--- src/rtl/slot_alloc_pkg.sv ---
// ---------------------------------------------------------------------------
// slot_alloc_pkg
//   Shared definitions for the bitmap slot allocator:
//     - DEF_ORDER    : default log2 of the slot count
//     - slotCount()  : number of slots W = 2**ORDER
//     - countWidth() : width of the allocated-slot counter (ORDER+1, holds 0..W)
//     - RST_*        : reset values of the allocator state
// ---------------------------------------------------------------------------
package slot_alloc_pkg;

    localparam int DEF_ORDER = 3;

    // Reset values: every slot free, nothing counted, no pending error pulse.
    localparam logic RST_BUSY_BIT = 1'b0;
    localparam int   RST_COUNT    = 0;
    localparam logic RST_FREE_ERR = 1'b0;

    // Number of slots tracked for a given order.
    function automatic int slotCount(input int order);
        return 1 << order;
    endfunction

    // The counter must hold the value W itself, so it needs one bit more
    // than a slot index.
    function automatic int countWidth(input int order);
        return order + 1;
    endfunction

endpackage

--- src/rtl/slot_alloc_if.sv ---
// ---------------------------------------------------------------------------
// slot_alloc_if
//   Groups the allocator's offer/take, release, flush and status signals.
//   slave  : allocator side (drives offer and status, receives requests)
//   master : client side (drives take/release/flush, observes offer/status)
//   Signals:
//     alloc_valid, alloc_idx  offer of the lowest free slot
//     alloc_take              consumer accepts the offered slot
//     free_valid, free_idx    release of a slot by index
//     flush                   synchronous clear of all allocations
//     free_err                one-cycle pulse after a release of a free slot
//     count, full, empty      occupancy status
// ---------------------------------------------------------------------------
interface slot_alloc_if
    import slot_alloc_pkg::*;
#(
    parameter int ORDER = DEF_ORDER
);
    localparam int CW = countWidth(ORDER);

    logic             alloc_valid;
    logic [ORDER-1:0] alloc_idx;
    logic             alloc_take;
    logic             free_valid;
    logic [ORDER-1:0] free_idx;
    logic             flush;
    logic             free_err;
    logic [CW-1:0]    count;
    logic             full;
    logic             empty;

    modport slave (
        output alloc_valid, alloc_idx, free_err, count, full, empty,
        input  alloc_take, free_valid, free_idx, flush
    );

    modport master (
        input  alloc_valid, alloc_idx, free_err, count, full, empty,
        output alloc_take, free_valid, free_idx, flush
    );

endinterface

--- src/rtl/slot_alloc_onehot_dec.sv ---
// ---------------------------------------------------------------------------
// onehot_dec
//   Binary index to one-hot decoder. The allocator uses one instance to
//   build the set mask for a take and another for the clear mask of a release.
//   Ports:
//     idx_i     binary index, ORDER bits
//     onehot_o  2**ORDER-bit one-hot vector with bit idx_i set
// ---------------------------------------------------------------------------
module onehot_dec
    import slot_alloc_pkg::*;
#(
    parameter int ORDER = DEF_ORDER
) (
    input  logic [ORDER-1:0]            idx_i,
    output logic [slotCount(ORDER)-1:0] onehot_o
);

    // Start from all zeros and raise exactly the addressed bit.
    always_comb begin
        onehot_o        = '0;
        onehot_o[idx_i] = 1'b1;
    end

endmodule

--- src/rtl/slot_alloc.sv ---
// ---------------------------------------------------------------------------
// slot_alloc
//   Bitmap slot allocator. Keeps a busy bitmap of W = 2**ORDER slots, offers
//   the lowest free slot combinationally, sets it on a take, clears a slot on
//   a release, and flags releases of slots that were already free.
//   Ports:
//     clk    rising-edge clock
//     rst_n  asynchronous active-low reset
//     bus    slot_alloc_if.slave (offer/take, release, flush, status)
// ---------------------------------------------------------------------------
module slot_alloc
    import slot_alloc_pkg::*;
#(
    parameter int ORDER = DEF_ORDER
) (
    input  logic        clk,
    input  logic        rst_n,
    slot_alloc_if.slave bus
);

    localparam int W  = slotCount(ORDER);
    localparam int CW = countWidth(ORDER);

    logic [W-1:0]     busy_q, busy_d;
    logic [CW-1:0]    count_q, count_d;
    logic             free_err_q, free_err_d;

    logic [W-1:0]     freeBits;
    logic             anyFree;
    logic [ORDER-1:0] lowIdx;
    logic [W-1:0]     takeMask;
    logic [W-1:0]     freeMask;
    logic             freeHit;
    logic             takeEff;
    logic             freeEff;
    logic             dblFree;

    assign freeBits = ~busy_q;

    // Trailing-zero search over the free bitmap. Scanning from the top down
    // lets the last hit win, which leaves the lowest free slot in lowIdx.
    // With nothing free the index stays at 0.
    always_comb begin
        anyFree = |freeBits;
        lowIdx  = '0;
        for (int i = W - 1; i >= 0; i--) begin
            if (freeBits[i]) begin
                lowIdx = ORDER'(i);
            end
        end
    end

    onehot_dec #(.ORDER(ORDER)) u_take_dec (
        .idx_i    (lowIdx),
        .onehot_o (takeMask)
    );

    onehot_dec #(.ORDER(ORDER)) u_free_dec (
        .idx_i    (bus.free_idx),
        .onehot_o (freeMask)
    );

    // A release only counts if the slot is currently busy. When it names the
    // slot being taken this same cycle, that slot is still free in busy_q,
    // so the release is reported as a double free while the take proceeds.
    assign freeHit = |(busy_q & freeMask);
    assign takeEff = anyFree & bus.alloc_take;
    assign freeEff = bus.free_valid & freeHit;
    assign dblFree = bus.free_valid & ~freeHit;

    // Next-state: flush overrides everything; otherwise apply take and
    // release masks together. They can never address the same slot, since a
    // take targets a free slot and an effective release targets a busy one.
    always_comb begin
        busy_d     = busy_q;
        count_d    = count_q;
        free_err_d = 1'b0;
        if (bus.flush) begin
            busy_d     = {W{RST_BUSY_BIT}};
            count_d    = CW'(RST_COUNT);
            free_err_d = RST_FREE_ERR;
        end else begin
            if (takeEff) begin
                busy_d = busy_d | takeMask;
            end
            if (freeEff) begin
                busy_d = busy_d & ~freeMask;
            end
            unique case ({takeEff, freeEff})
                2'b10:   count_d = count_q + CW'(1);
                2'b01:   count_d = count_q - CW'(1);
                default: count_d = count_q;
            endcase
            free_err_d = dblFree;
        end
    end

    // State registers with asynchronous reset to the all-free state.
    always_ff @(posedge clk or negedge rst_n) begin
        if (!rst_n) begin
            busy_q     <= {W{RST_BUSY_BIT}};
            count_q    <= CW'(RST_COUNT);
            free_err_q <= RST_FREE_ERR;
        end else begin
            busy_q     <= busy_d;
            count_q    <= count_d;
            free_err_q <= free_err_d;
        end
    end

    // Offer comes straight from the registered bitmap; status from count_q.
    assign bus.alloc_valid = anyFree;
    assign bus.alloc_idx   = lowIdx;
    assign bus.free_err    = free_err_q;
    assign bus.count       = count_q;
    assign bus.full        = (count_q == CW'(W));
    assign bus.empty       = (count_q == '0);

endmodule

--- src/flat_wrapper.sv ---
// flat-port wrapper written by rule: the top's interface ports become plain ports
module slot_alloc_flat import slot_alloc_pkg::*;
#(
    parameter int ORDER = DEF_ORDER
)
  (clk, rst_n, bus_alloc_valid, bus_alloc_idx, bus_free_err, bus_count, bus_full, bus_empty, bus_alloc_take, bus_free_valid, bus_free_idx, bus_flush);
  slot_alloc_if #(.ORDER(ORDER)) bus_i ();
  input  logic clk;
  input  logic rst_n;
  output wire logic [$bits(bus_i.alloc_valid)-1:0] bus_alloc_valid;
  output wire logic [$bits(bus_i.alloc_idx)-1:0] bus_alloc_idx;
  output wire logic [$bits(bus_i.free_err)-1:0] bus_free_err;
  output wire logic [$bits(bus_i.count)-1:0] bus_count;
  output wire logic [$bits(bus_i.full)-1:0] bus_full;
  output wire logic [$bits(bus_i.empty)-1:0] bus_empty;
  input wire logic [$bits(bus_i.alloc_take)-1:0] bus_alloc_take;
  input wire logic [$bits(bus_i.free_valid)-1:0] bus_free_valid;
  input wire logic [$bits(bus_i.free_idx)-1:0] bus_free_idx;
  input wire logic [$bits(bus_i.flush)-1:0] bus_flush;
  assign bus_alloc_valid = bus_i.alloc_valid;
  assign bus_alloc_idx = bus_i.alloc_idx;
  assign bus_free_err = bus_i.free_err;
  assign bus_count = bus_i.count;
  assign bus_full = bus_i.full;
  assign bus_empty = bus_i.empty;
  assign bus_i.alloc_take = bus_alloc_take;
  assign bus_i.free_valid = bus_free_valid;
  assign bus_i.free_idx = bus_free_idx;
  assign bus_i.flush = bus_flush;
  slot_alloc #(.ORDER(ORDER)) u_core (.clk(clk), .rst_n(rst_n), .bus(bus_i));
endmodule
--- config.mk ---
export PLATFORM = sky130hd
export DESIGN_NAME = slot_alloc_flat
export DESIGN_NICKNAME = d
export VERILOG_FILES = /design/src/rtl/slot_alloc_pkg.sv /design/src/rtl/slot_alloc_if.sv /design/src/rtl/slot_alloc_onehot_dec.sv /design/src/rtl/slot_alloc.sv /design/src/flat_wrapper.sv
export SDC_FILE = /design/constraint.sdc
export NUM_CORES = 1
export LEC_CHECK = 0
export BUFFER_PORTS_ARGS = -buffer_cell sky130_fd_sc_hd__buf_2
export CAP_MARGIN = 20
export CORE_MARGIN = 3
export CORE_UTILIZATION = 35
export DETAILED_ROUTE_END_ITERATION = 16
export PLACE_DENSITY = 0.54
export SETUP_SLACK_MARGIN = 0.4
export SLEW_MARGIN = 5
export SYNTH_ARGS = -nofsm -noshare
export SYNTH_HDL_FRONTEND = slang
export SYNTH_SLANG_ARGS = --single-unit
--- constraint.sdc ---
create_clock -name clk -period 2.1 [get_ports clk]
set_input_delay 0.42 -clock clk [delete_from_list [all_inputs] [get_ports clk]]
set_output_delay 0.42 -clock clk [all_outputs]
set_load 0.05 [all_outputs]
==> metrics.md <==
| Metric | Value |
|---|---|
| Die Height | `57.8 µm` |
| # nets final | `166` |
| Count of placed standard cells in the final layout, fillers left out | `185` |
| Drc violations | `0` |
| # rows | `18` |
| Clock tree from TritonCTS | `done` |
| CTS HTree Levels | `1` |
| Skew final | `0.00361 ns` |
| Measured slew at the worst slew-check pin | `0.355 ns` |
| Final core utilization | `61.8%` |
| Number of buffer cells added on primary ports | `18` |
| Worst hold-check slack | `0.0136 ns` |
| Top-Level Pins | `19` |
| Seq cells post-synth | `13` |
| Post-layout instance area | `1560 µm²` |
| DRT Wirelength | `2.92 mm` |
| Total nets after synthesis | `110` |
| Die W | `57.8 µm` |
| Area fraction of the dominant cell type after synthesis | `34.7%` |
| Share of synthesized area occupied by flip-flops and latches | `34.7%` |
| Clock buffer count from CTS | `3` |
| Number of nets still failing antenna checks after routing | `0` |
| Crit start category | `register` |
| Type of the setup path with the least slack | `reg2reg` |
| Synthesis-to-layout area growth | `66.0%` |
| Synth unique cells | `38` |
| Syn Std Cell Area | `938 µm²` |
| Flip-flop cell with the highest count after synthesis | `dfrtp_1` |
| Routed wire length per instance | `15.8 µm` |
| Clock period minus worst slack | `1.99 ns` |
| Unrepaired setup endpoints after global routing | `yes` |
| Global router's overall resource usage | `17.3%` |
| Maximum number of pins on one net before global-route repair | `17` |
| Number of sinks on the clock net | `13` |
| Library cell used as clock root buffer | `clkbuf_4` |
| Total grt overflow | `0` |
| Starting DRC count in detailed routing | `25` |
| Worst stage delay on the critical path | `0.41 ns` |
| Routability congestion estimate from global placement | `0.788` |
| CP Capture Type | `register` |
| Cell area after placement | `1280 µm²` |
| Post-Syn Instances | `100` |
| Relative max-transition margin | `76.3%` |
| Leading cell types in the layout, fill and taps excluded | `buf_4 (37), buf_2 (12), nor2_1 (8), dfrtp_1 (8)` |
| Max-slew violation count | `0` |
| Fraction of registers with async set or reset after synthesis | `100%` |
| Area of the die | `3340 µm²` |
| Maximum clock frequency | `504 MHz` |
| Minimum setup slack among reg-to-reg paths | `0.11 ns` |
| Aggregate negative setup slack | `0 ns` |
| Fraction of layout instances using a drive strength above 1 | `60.6%` |
| Share of the clock period used by the worst path | `94.5%` |
| Result of the run | `finished, final reports clean` |
| Dominant cell type by area after synthesis | `dfrtp_1` |
| Largest voltage drop on the vdd net | `404 µV` |
| Number of global-route vias before repair | `936` |
| Vias post-DR | `978` |
| Final HPWL from detailed placement | `1.86 mm` |
| Number of failing hold endpoints at the final stage | `0` |
| Mean area per synthesized cell | `9.38 µm²` |
| Clock-pin slew of the registers on the worst-case setup and hold paths | `0.09 ns` |
| Type of the worst min-delay path | `in2async` |
| Router iterations before antenna repair | `4` |
| Arrival time at the worst endpoint | `2.16 ns` |
| Sequence of cells on the critical path | `nand4_1, o21ai_2, nand4_4, inv_2, ha_4, o21ai_2, nand2_1, o2bb2ai_1, mux2_1` |
| Cell total after placement | `165` |
| Initial antenna violation count | `0` |
| Cell with the most instances on the worst path | `o21ai_2` |
| Most common cell after layout, fill and taps aside | `buf_4` |
| Area of the placeable core | `2520 µm²` |
| Endpoint required time on the critical path | `2.28 ns` |
| Number of maximum-capacitance violations | `0` |
| Number of synthesis warnings | `0` |
| Total power divided by cell area | `498 nW/µm²` |
| Largest cells by area after synthesis | `dfrtp_1 (35%), mux2i_1 (5.3%), a22oi_4 (4.5%)` |
| Per-cell via count in the routed design | `5.29` |
| Worst-skew pair later-pin latency | `0.29 ns` |
| Initial core utilization | `37.2%` |
| Wire length of the first global-routing pass | `4.42 mm` |
| # fillers | `211` |
| Clock buffer depth | `2` |
| Leakage Power | `0.688 nW` |
| Number of synthesized flops with an enable pin | `0` |
| Final setup fails | `0` |
| Cell with the largest stage delay on the worst path | `dfrtp_1` |
| Highest net fanout along the worst path | `3` |
| Antenna diode instance count | `0` |
## per-stage QoR
step           setup slack, ns  total power (W)
2_1_floorplan         -0.00360         0.000472
3_3_place_gp           -0.0933         0.000546
4_1_cts                  0.134         0.000752
6_report                 0.115         0.000775
3_5_place_dp            -0.105         0.000550
5_1_grt                -0.0234         0.000812
## cell usage after synthesis, types with 2 or more instances
cell,number
o21ai_0,2
ha_1,2
buf_2,2
a21oi_1,4
a41oi_1,2
a22oi_4,2
inv_1,5
nand3_1,3
a31oi_1,4
nor2_1,10
a211oi_1,4
nand2b_1,3
mux2i_1,5
nand4_1,2
xor2_1,2
nor2b_1,5
dfrtp_1,13
nand2_1,7
a311oi_1,4
## flip-flops by register name (all words and copies together), names as in the netlist
name and cells:
u_core.busy_q 8, u_core.bus.count 4, u_core.bus.free_err 1
## worst paths after layout
path                                                   end  depth (start not counted)                            start
min reg2reg                u_core.bus.count[3]$_DFFE_PN0P_                          2  u_core.bus.count[3]$_DFFE_PN0P_
min                        u_core.bus.count[3]$_DFFE_PN0P_                          1                            rst_n
max reg2reg                u_core.bus.count[3]$_DFFE_PN0P_                          9       u_core.busy_q[4]$_DFF_PN0_
max                        u_core.bus.count[3]$_DFFE_PN0P_                          9       u_core.busy_q[4]$_DFF_PN0_
max in group asynchronous  u_core.bus.count[0]$_DFFE_PN0P_                          1                            rst_n
min in group clk             u_core.bus.free_err$_DFF_PN0_                          3                   bus_free_valid
## cells by family after synthesis
group           Yosys count  share of synthesized area [%]
simple gates             38                           22.0
compound gates           26                           22.8
flops                    13                           34.7
buf+inv                  10                           5.20
mux                       7                           8.13
xor+xnor                  4                           4.53
fa+ha+maj                 2                           2.67
## layout make-up
cell class | instances | area [µm²] | share of cell area [%]
clock buffer | 4 | 26.3 | 1.69
inverter | 5 | 18.8 | 1.20
multi-input combinational | 77 | 723 | 46.4
sequential | 13 | 332 | 21.3
tap | 30 | 37.5 | 2.41
timing repair buffer | 56 | 420 | 27.0
## power breakdown
group | internal [W] | switching (W)
Combinational | 0.000140 | 0.000184
Sequential | 0.000265 | 0.0000208
Clock | 0.0000739 | 0.0000920
Total | 0.000479 | 0.000297
## layer usage
metal	vias to the layer above	routed length [µm]	share of wire [%]	GRT usage (%)
met5	-	0	0	0
met2	15	1490	51	28.1
li1	484	-	-	-
met1	477	1320	45	24.2
met4	0	12	0.41	0.993
met3	2	101	3.5	4.90
## worst max-delay path, delay by kind of cell, from the launching register on
family | cells | cell delay [ns]
fa+ha+maj | 1 | 0.20
simple gates | 3 | 0.37
compound gates | 3 | 0.46
flops | 1 | 0.41
buf+inv | 1 | 0.09
mux | 1 | 0.33
## timing repair
item                       CTS  global route
setup endpoints to repair   10            14
setup buffers               11             5
hold buffers                 0             0
resized for setup           23            12
pin swaps                   10             7
(Power assumes the default switching activity.)
